**config.mk**
```make
export PLATFORM = sky130hd
export DESIGN_NAME = regwrite_port_arbiter
export DESIGN_NICKNAME = d
export VERILOG_FILES = /design/src/rtl/regwrite_port_arbiter.sv
export SDC_FILE = /design/constraint.sdc
export NUM_CORES = 1
export LEC_CHECK = 0
export ABC_AREA = 1
export BUFFER_PORTS_ARGS = -buffer_cell sky130_fd_sc_hd__buf_2
export CORE_MARGIN = 3
export CORE_UTILIZATION = 47
export DETAILED_ROUTE_END_ITERATION = 12
export PLACE_DENSITY = 0.95
export SLEW_MARGIN = 20
export SYNTH_ARGS = -nofsm -noshare
export SYNTH_HDL_FRONTEND = slang
export SYNTH_SLANG_ARGS = --single-unit
```
**constraint.sdc**
```tcl
create_clock -name clk -period 3.85 [get_ports clk]
set_input_delay 0.77 -clock clk [delete_from_list [all_inputs] [get_ports clk]]
set_output_delay 0.77 -clock clk [all_outputs]
set_load 0.01 [all_outputs]
```
**src/rtl/regwrite_port_arbiter.sv**
```systemverilog
// Three-requester round-robin arbiter driving one shared register write port.
// A grant is registered: ack/we_out/waddr_out/wdata_out appear the cycle after the sampling edge.
module regwrite_port_arbiter #(
  parameter int W  = 32,
  parameter int AW = 4
) (
  input  logic          clk,
  input  logic          reset_synchronous_n,
  input  logic          stall,
  input  logic [2:0]    req,
  input  logic [AW-1:0] addr0,
  input  logic [AW-1:0] addr1,
  input  logic [AW-1:0] addr2,
  input  logic [W-1:0]  data0,
  input  logic [W-1:0]  data1,
  input  logic [W-1:0]  data2,
  output logic [2:0]    ack,
  output logic          we_out,
  output logic [AW-1:0] waddr_out,
  output logic [W-1:0]  wdata_out,
  output logic [1:0]    grant_id
);

  logic [1:0]    r_rr_ptr;
  logic [2:0]    r_ack;
  logic          r_we;
  logic [AW-1:0] r_waddr;
  logic [W-1:0]  r_wdata;
  logic [1:0]    r_grant_id;

  logic [2:0]    w_elig;
  logic          w_hit;
  logic [1:0]    w_sel;
  logic [1:0]    w_next_ptr;
  logic [2:0]    w_onehot;
  logic [AW-1:0] w_addr_sel;
  logic [W-1:0]  w_data_sel;

  // A requester acked this cycle is still showing its old item; exclude it.
  assign w_elig = req & ~r_ack;

  always_comb begin
    w_hit = 1'b0;
    w_sel = 2'd0;
    case (r_rr_ptr)
      2'd1: begin
        if (w_elig[1])      begin w_hit = 1'b1; w_sel = 2'd1; end
        else if (w_elig[2]) begin w_hit = 1'b1; w_sel = 2'd2; end
        else if (w_elig[0]) begin w_hit = 1'b1; w_sel = 2'd0; end
      end
      2'd2: begin
        if (w_elig[2])      begin w_hit = 1'b1; w_sel = 2'd2; end
        else if (w_elig[0]) begin w_hit = 1'b1; w_sel = 2'd0; end
        else if (w_elig[1]) begin w_hit = 1'b1; w_sel = 2'd1; end
      end
      default: begin
        if (w_elig[0])      begin w_hit = 1'b1; w_sel = 2'd0; end
        else if (w_elig[1]) begin w_hit = 1'b1; w_sel = 2'd1; end
        else if (w_elig[2]) begin w_hit = 1'b1; w_sel = 2'd2; end
      end
    endcase
  end

  always_comb begin
    w_addr_sel = addr0;
    w_data_sel = data0;
    w_onehot   = 3'b001;
    w_next_ptr = 2'd1;
    case (w_sel)
      2'd1: begin
        w_addr_sel = addr1;
        w_data_sel = data1;
        w_onehot   = 3'b010;
        w_next_ptr = 2'd2;
      end
      2'd2: begin
        w_addr_sel = addr2;
        w_data_sel = data2;
        w_onehot   = 3'b100;
        w_next_ptr = 2'd0;
      end
      default: ;
    endcase
  end

  always_ff @(posedge clk) begin
    if (!reset_synchronous_n) begin
      r_rr_ptr   <= 2'd0;
      r_ack      <= 3'b000;
      r_we       <= 1'b0;
      r_waddr    <= '0;
      r_wdata    <= '0;
      r_grant_id <= 2'd0;
    end else if (!stall && w_hit) begin
      r_rr_ptr   <= w_next_ptr;
      r_ack      <= w_onehot;
      r_we       <= 1'b1;
      r_waddr    <= w_addr_sel;
      r_wdata    <= w_data_sel;
      r_grant_id <= w_sel;
    end else begin
      // Idle or stalled: pulses drop, everything else holds.
      r_ack <= 3'b000;
      r_we  <= 1'b0;
    end
  end

  assign ack       = r_ack;
  assign we_out    = r_we;
  assign waddr_out = r_waddr;
  assign wdata_out = r_wdata;
  assign grant_id  = r_grant_id;

endmodule

```
==> results of run 1 <==
state kept, by name, indices dropped and copies added, names as in the netlist:
register	flops
grant_id	2
r_rr_ptr	2
we_out	1
waddr_out	4
ack	3
wdata_out	32
worst min-delay path: cells and delay by family, from the launching register on:
kind	cells	cell delay (ns)
DFF	1	0.31
and+or+nand+nor	2	0.13
placed cells by master (no fill, tap or decap), types with 2 or more instances in the layout:
master,count
nor2_1,7
nand2_1,120
ha_1,4
o21ai_1,2
nand3_1,41
mux2i_1,36
buf_2,155
inv_1,16
clkbuf_8,7
ha_2,2
o21ai_2,37
dfxtp_1,44
cells by family (layout without fill, tap and decap cells):
kind of cell,after synthesis,count (layout),synth area share
DFF,44,44,0.3311
muxes,36,36,0.1355
AOI/OAI and AO/OA,41,41,0.1336
adders and majority gates,6,6,0.02822
and+or+nand+nor,172,172,0.2714
buffers and inverters,42,181,0.1002
power breakdown:
| part | internal, mW | switching [mW] | total, mW |
|---|---|---|---|
| Clock | 0.160 | 0.143 | 0.303 |
| Combinational | 0.271 | 0.374 | 0.645 |
| Sequential | 0.521 | 0.0334 | 0.555 |
| Total | 0.952 | 0.550 | 1.50 |
path summary, 6_finish.rpt:
kind | endpoint | slack (ns) | start | depth (start not counted)
worst max-delay path | waddr_out[1] | 1.25 | r_rr_ptr[0] | 10
worst min-delay path | grant_id[1] | 0.48 | grant_id[1] | 2
worst max register to register | waddr_out[1] | 1.25 | r_rr_ptr[0] | 10
worst min register to register | grant_id[1] | 0.48 | grant_id[1] | 2
per-layer routing:
layer | vias to the layer above | part of all wire | wire length [µm] | track usage
met3 | 10 | 0.071 | 497 | 0.05211
met1 | 1279 | 0.37 | 2577 | 0.2206
met4 | 0 | 0.011 | 80 | 0.06250
met2 | 108 | 0.55 | 3858 | 0.4113
li1 | 1387 | - | - | -
met5 | - | 0 | 0 | 0
cell type report:
class                           count  area, µm²  area share
Clock buffer                        7      96.34     0.02793
Timing Repair Buffer              157      803.3      0.2329
Multi-Input combinational cell    255       1518      0.4400
Tap cell                           70      87.58     0.02539
Inverter                           17      63.81     0.01850
Sequential cell                    44      880.8      0.2553
stage by stage:
step	power, mW	area (µm²)
6_report	1.502	3450
5_1_grt	1.604	3450
4_1_cts	1.518	3450
3_5_place_dp	1.216	3353
3_3_place_gp	1.195	3351
2_1_floorplan	1.054	2660
==> results.yml, run 1 <==
run_status:
  outcome: "finished, final reports clean"
cts:
  cts.reportedPaths.clkPinSlew_ns: 0.08
  cts_resized: 0
  clockBufferDepth: 2
  cts_hold_buf: 0
  numCtsBuffers: 5
  cts_tree: "built"
  h-tree-depth: 2
  root_buffer: "clkbuf_8"
  clkSinkCount: 44
  post_cts_buffers: 0
  clk_latency_ns: 0.29
grt:
  grt_usage: 0.2114
  antenna_found_initial: 0
  overflow: 0
  grt_pass1_vias: 2631
  grt_pass1_wl_mm: 11.06
  grt_max_degree: 44
run:
  maxCapViolations: 0
sta:
  rsz0062_at_grt: "no"
  fin_crit_sh: 0.6741
  hold_ws_ns: 0.4752
  drv_slew: 0
  setup_viol: 0
  tightest_slew_ns: 0.7369
  clock-skew-final_ns: 0.002997
  max_slew_margin: 0.5087
  fin_tns_setup_ns: 0
  max_freq_mhz: 385.3
  finalHoldViolCount: 0
  period_minus_slack_ns: 2.595
  final.setup.worst_slack_ns: 1.255
floorplanning:
  core_mm2: 0.005303
  pin_count: 156
  initial_core_util: 0.5017
  num_rows: 26
  die_h_um: 81.23
  dieArea_mm2: 0.006598
  die_w_um: 81.23
worst_setup_path:
  cp_num_buf_inv: 2
  path_cells: "inv_1, ha_1, nor2_2, nand2_1, nand3_1, nor2_1, ha_2, buf_12, mux2i_1, o21ai_2"
  critPathLaunchType: "flip-flop"
  cpMaxStageDelayCell: "ha_2"
  criticalPathCategory: "reg -> reg"
  crit_fanout: 22
  crit_family: "adder cells"
  cp.arrival_ns: 2.75
  endpoint_kind: "flip-flop"
  critPathRequiredTime_ns: 4.01
  cpPeakStageDelay_ns: 0.69
detailed_routing:
  drtIter0Drc: 96
  firstDrtPassIters: 5
  drc: 0
  ant_nets: 0
  vias_per_cell: 5.062
  drt-total-wl_mm: 7.012
  avgRoutedWirePerCell_um: 12.75
  num_vias: 2784
yosys:
  synth_edf_count: 0
  ys_top_cells_by_count: "nand2_1 (120), dfxtp_1 (44), nand3_1 (41)"
  synth_top_area_cell: "dfxtp_1"
  async_reset_ff_frac: 0
  synth_top_area_share: 0.3311
  syn_inst: 341
  synth.yosys.warnings: 0
  ys_types: 22
  syn_area_mm2: 0.002660
  yosysSeqAreaShare: 0.3311
  synthFlopType: "dfxtp_1"
  synth.most_common_cell: "nand2_1"
  syn_avg_cell_area_um2: 7.801
  synth_area_leaders: "dfxtp_1 (33%), nand2_1 (17%), mux2i_1 (14%), o21ai_2 (12%), nand3_1 (7.7%)"
  synth_nets: 461
  ys_ff_latch: 44
place:
  gp_congestion: 0.7896
  hpwlAfterDp_mm: 5.379
  port_buffers: 155
  placed_cells: 543
  dpl_worst_slack_ns: 1.122
cells_and_area:
  final_nets: 600
  postLayoutCoreUtil: 0.6505
  final_layout_size_suffix_gt1_frac: 0.4354
  stdcell_count: 550
  areaGrowthSynthToFinish_pct: 29.68
  num-fill-cells: 468
  num_antenna_cells: 0
min_path:
  min_path_type: "reg -> reg"
pwr:
  power_density_mw_per_mm2: 435.4
  peakVddDrop_uv: 228.1
  leakage_nw: 1.995
Note: power is estimated with default switching activity, not from simulation.
==> run 2, diff against run 1 <==
--- a/config.mk
+++ b/config.mk
@@ -8,9 +8,9 @@
 export ABC_AREA = 1
 export BUFFER_PORTS_ARGS = -buffer_cell sky130_fd_sc_hd__buf_2
 export CORE_MARGIN = 3
-export CORE_UTILIZATION = 47
+export CORE_UTILIZATION = 40
 export DETAILED_ROUTE_END_ITERATION = 12
-export PLACE_DENSITY = 0.95
+export PLACE_DENSITY = 0.88
 export SLEW_MARGIN = 20
 export SYNTH_ARGS = -nofsm -noshare
 export SYNTH_HDL_FRONTEND = slang
==> constraint.sdc (replaced) <==
create_clock -name clk -period 2.2 [get_ports clk]
set_input_delay 0.44 -clock clk [delete_from_list [all_inputs] [get_ports clk]]
set_output_delay 0.44 -clock clk [all_outputs]
set_load 0.01 [all_outputs]
==> run 2 against run 1 <==
- count of clock-buffer cells in the layout shrank 1
- cell area grew 4.7%
- non-clock buffer count grew 9
- largest power group unchanged
- total power grew 85%
- critical path depth grew 1
- highest routed layer unchanged
- global-route usage shrank 1.9 points
==> results.yml, run 2 (synthesis gave the netlist of run 1 again) <==
run_status:
  outcome: "finished, final reports clean"
detailed_routing:
  ant_nets: 0
  num_vias: 2772
  drtIter0Drc: 102
  firstDrtPassIters: 4
  avgRoutedWirePerCell_um: 13.22
  drc: 0
  drt-total-wl_mm: 7.494
  vias_per_cell: 4.889
cts:
  cts.reportedPaths.clkPinSlew_ns: 0.09
  cts_tree: "built"
  root_buffer: "clkbuf_8"
  h-tree-depth: 2
  clockBufferDepth: 2
  numCtsBuffers: 5
  cts_hold_buf: 0
  clkSinkCount: 44
  clk_latency_ns: 0.29
cells_and_area:
  largest_reg_flops: 32
  final_nets: 609
  final_common_cell: "buf_2"
  num_antenna_cells: 0
  final_cell_mix: "buf_2 (155), nand2_1 (119), dfxtp_1 (42), nand3_1 (41), o21ai_2 (37)"
  num-fill-cells: 572
  stdcell_count: 567
  final_layout_size_suffix_gt1_frac: 0.4612
  areaGrowthSynthToFinish_pct: 35.75
worst_setup_path:
  crit_fanout: 21
  r2r_slack_ns: 0.14
  criticalPathCategory: "reg -> reg"
  critPathLaunchType: "flip-flop"
  critPathRequiredTime_ns: 2.38
  cp.arrival_ns: 2.25
  endpoint_kind: "flip-flop"
sta:
  hold_ws_ns: 0.4337
  setup_viol: 0
  tightest_slew_ns: 0.4554
  max_slew_margin: 0.6964
  fin_tns_setup_ns: 0
  fin_crit_sh: 0.9380
  drv_slew: 0
  finalHoldViolCount: 0
  period_minus_slack_ns: 2.064
  max_freq_mhz: 484.6
  clock-skew-final_ns: 0.005393
grt:
  antenna_found_initial: 0
  grt_max_degree: 41
  overflow: 0
  grt_usage: 0.1924
  grt_pass1_vias: 2645
  grt_pass1_wl_mm: 11.89
place:
  placed_cells: 557
  hpwlAfterDp_mm: 5.686
  gp_congestion: 0.7728
  port_buffers: 155
floorplanning:
  initial_core_util: 0.4165
  die_h_um: 87.55
  num_rows: 29
  core_mm2: 0.006386
  pin_count: 156
  dieArea_mm2: 0.007665
  die_w_um: 87.55
run:
  maxCapViolations: 0
pwr:
  power_density_mw_per_mm2: 769.8
  leakage_nw: 2.047
  peakVddDrop_uv: 345.4
min_path:
  min_path_type: "in -> reg"
==> run 2: what timing repair did <==
item / in CTS / in global routing
endpoints found under the setup margin: 36 / 36
gates resized for setup: 3 / 11
pin swaps: 0 / 2
buffers inserted: 0 / 2
gates cloned: 0 / 0
==> run 2: cell type report <==
class,instances,area [µm²],area share
clock inverter,2,15.01,0.004158
tap,77,96.34,0.02668
timing repair buffer,166,907.1,0.2512
inverter,17,63.81,0.01767
multi-input combinational,255,1563,0.4328
sequential,44,883.3,0.2446
clock buffer,6,82.58,0.02287
==> run 2: layer usage <==
layer | part of all wire | track usage | vias to the layer above
met5 | 0 | 0 | -
met4 | 0.010 | 0.04324 | 0
met3 | 0.083 | 0.03293 | 9
met2 | 0.51 | 0.3699 | 118
met1 | 0.39 | 0.2192 | 1242
li1 | - | - | 1403
==> run 2: critical path, stage by stage (launching register included) <==
cell and delay (ns):
dfxtp_2 0.34, inv_1 0.06, ha_4 0.26, nor2_2 0.05, nor2_1 0.14, nand2_1 0.07, nand2_1 0.10, nand2_4 0.08
ha_4 0.30, buf_12 0.19, mux2i_1 0.28, o21ai_2 0.08
==> run 2: path summary, 6_finish.rpt <==
check | cells past startpoint | startpoint | endpoint
max | 11 | r_rr_ptr[0] | wdata_out[15]
min | 3 | data0[2] | wdata_out[2]
max reg2reg | 11 | r_rr_ptr[0] | wdata_out[15]
min reg2reg | 2 | grant_id[1] | grant_id[1]
==> run 2: metrics by stage <==
stage	area (µm²)	util	power (mW)	setup WS, ns
finish	3611	0.5654	2.780	0.1363
global route	3611	0.5654	2.976	-0.002093
CTS	3550	0.5558	2.764	0.01435
detailed placement	3437	0.5382	2.204	-0.1872
global placement	3437	0.5382	2.157	-0.02472
floorplan	2660	-	1.845	0.1230
==> run 2: power by group <==
group          switching, mW  internal, mW
clock                  0.283         0.254
combinational          0.704         0.564
sequential            0.0602         0.913
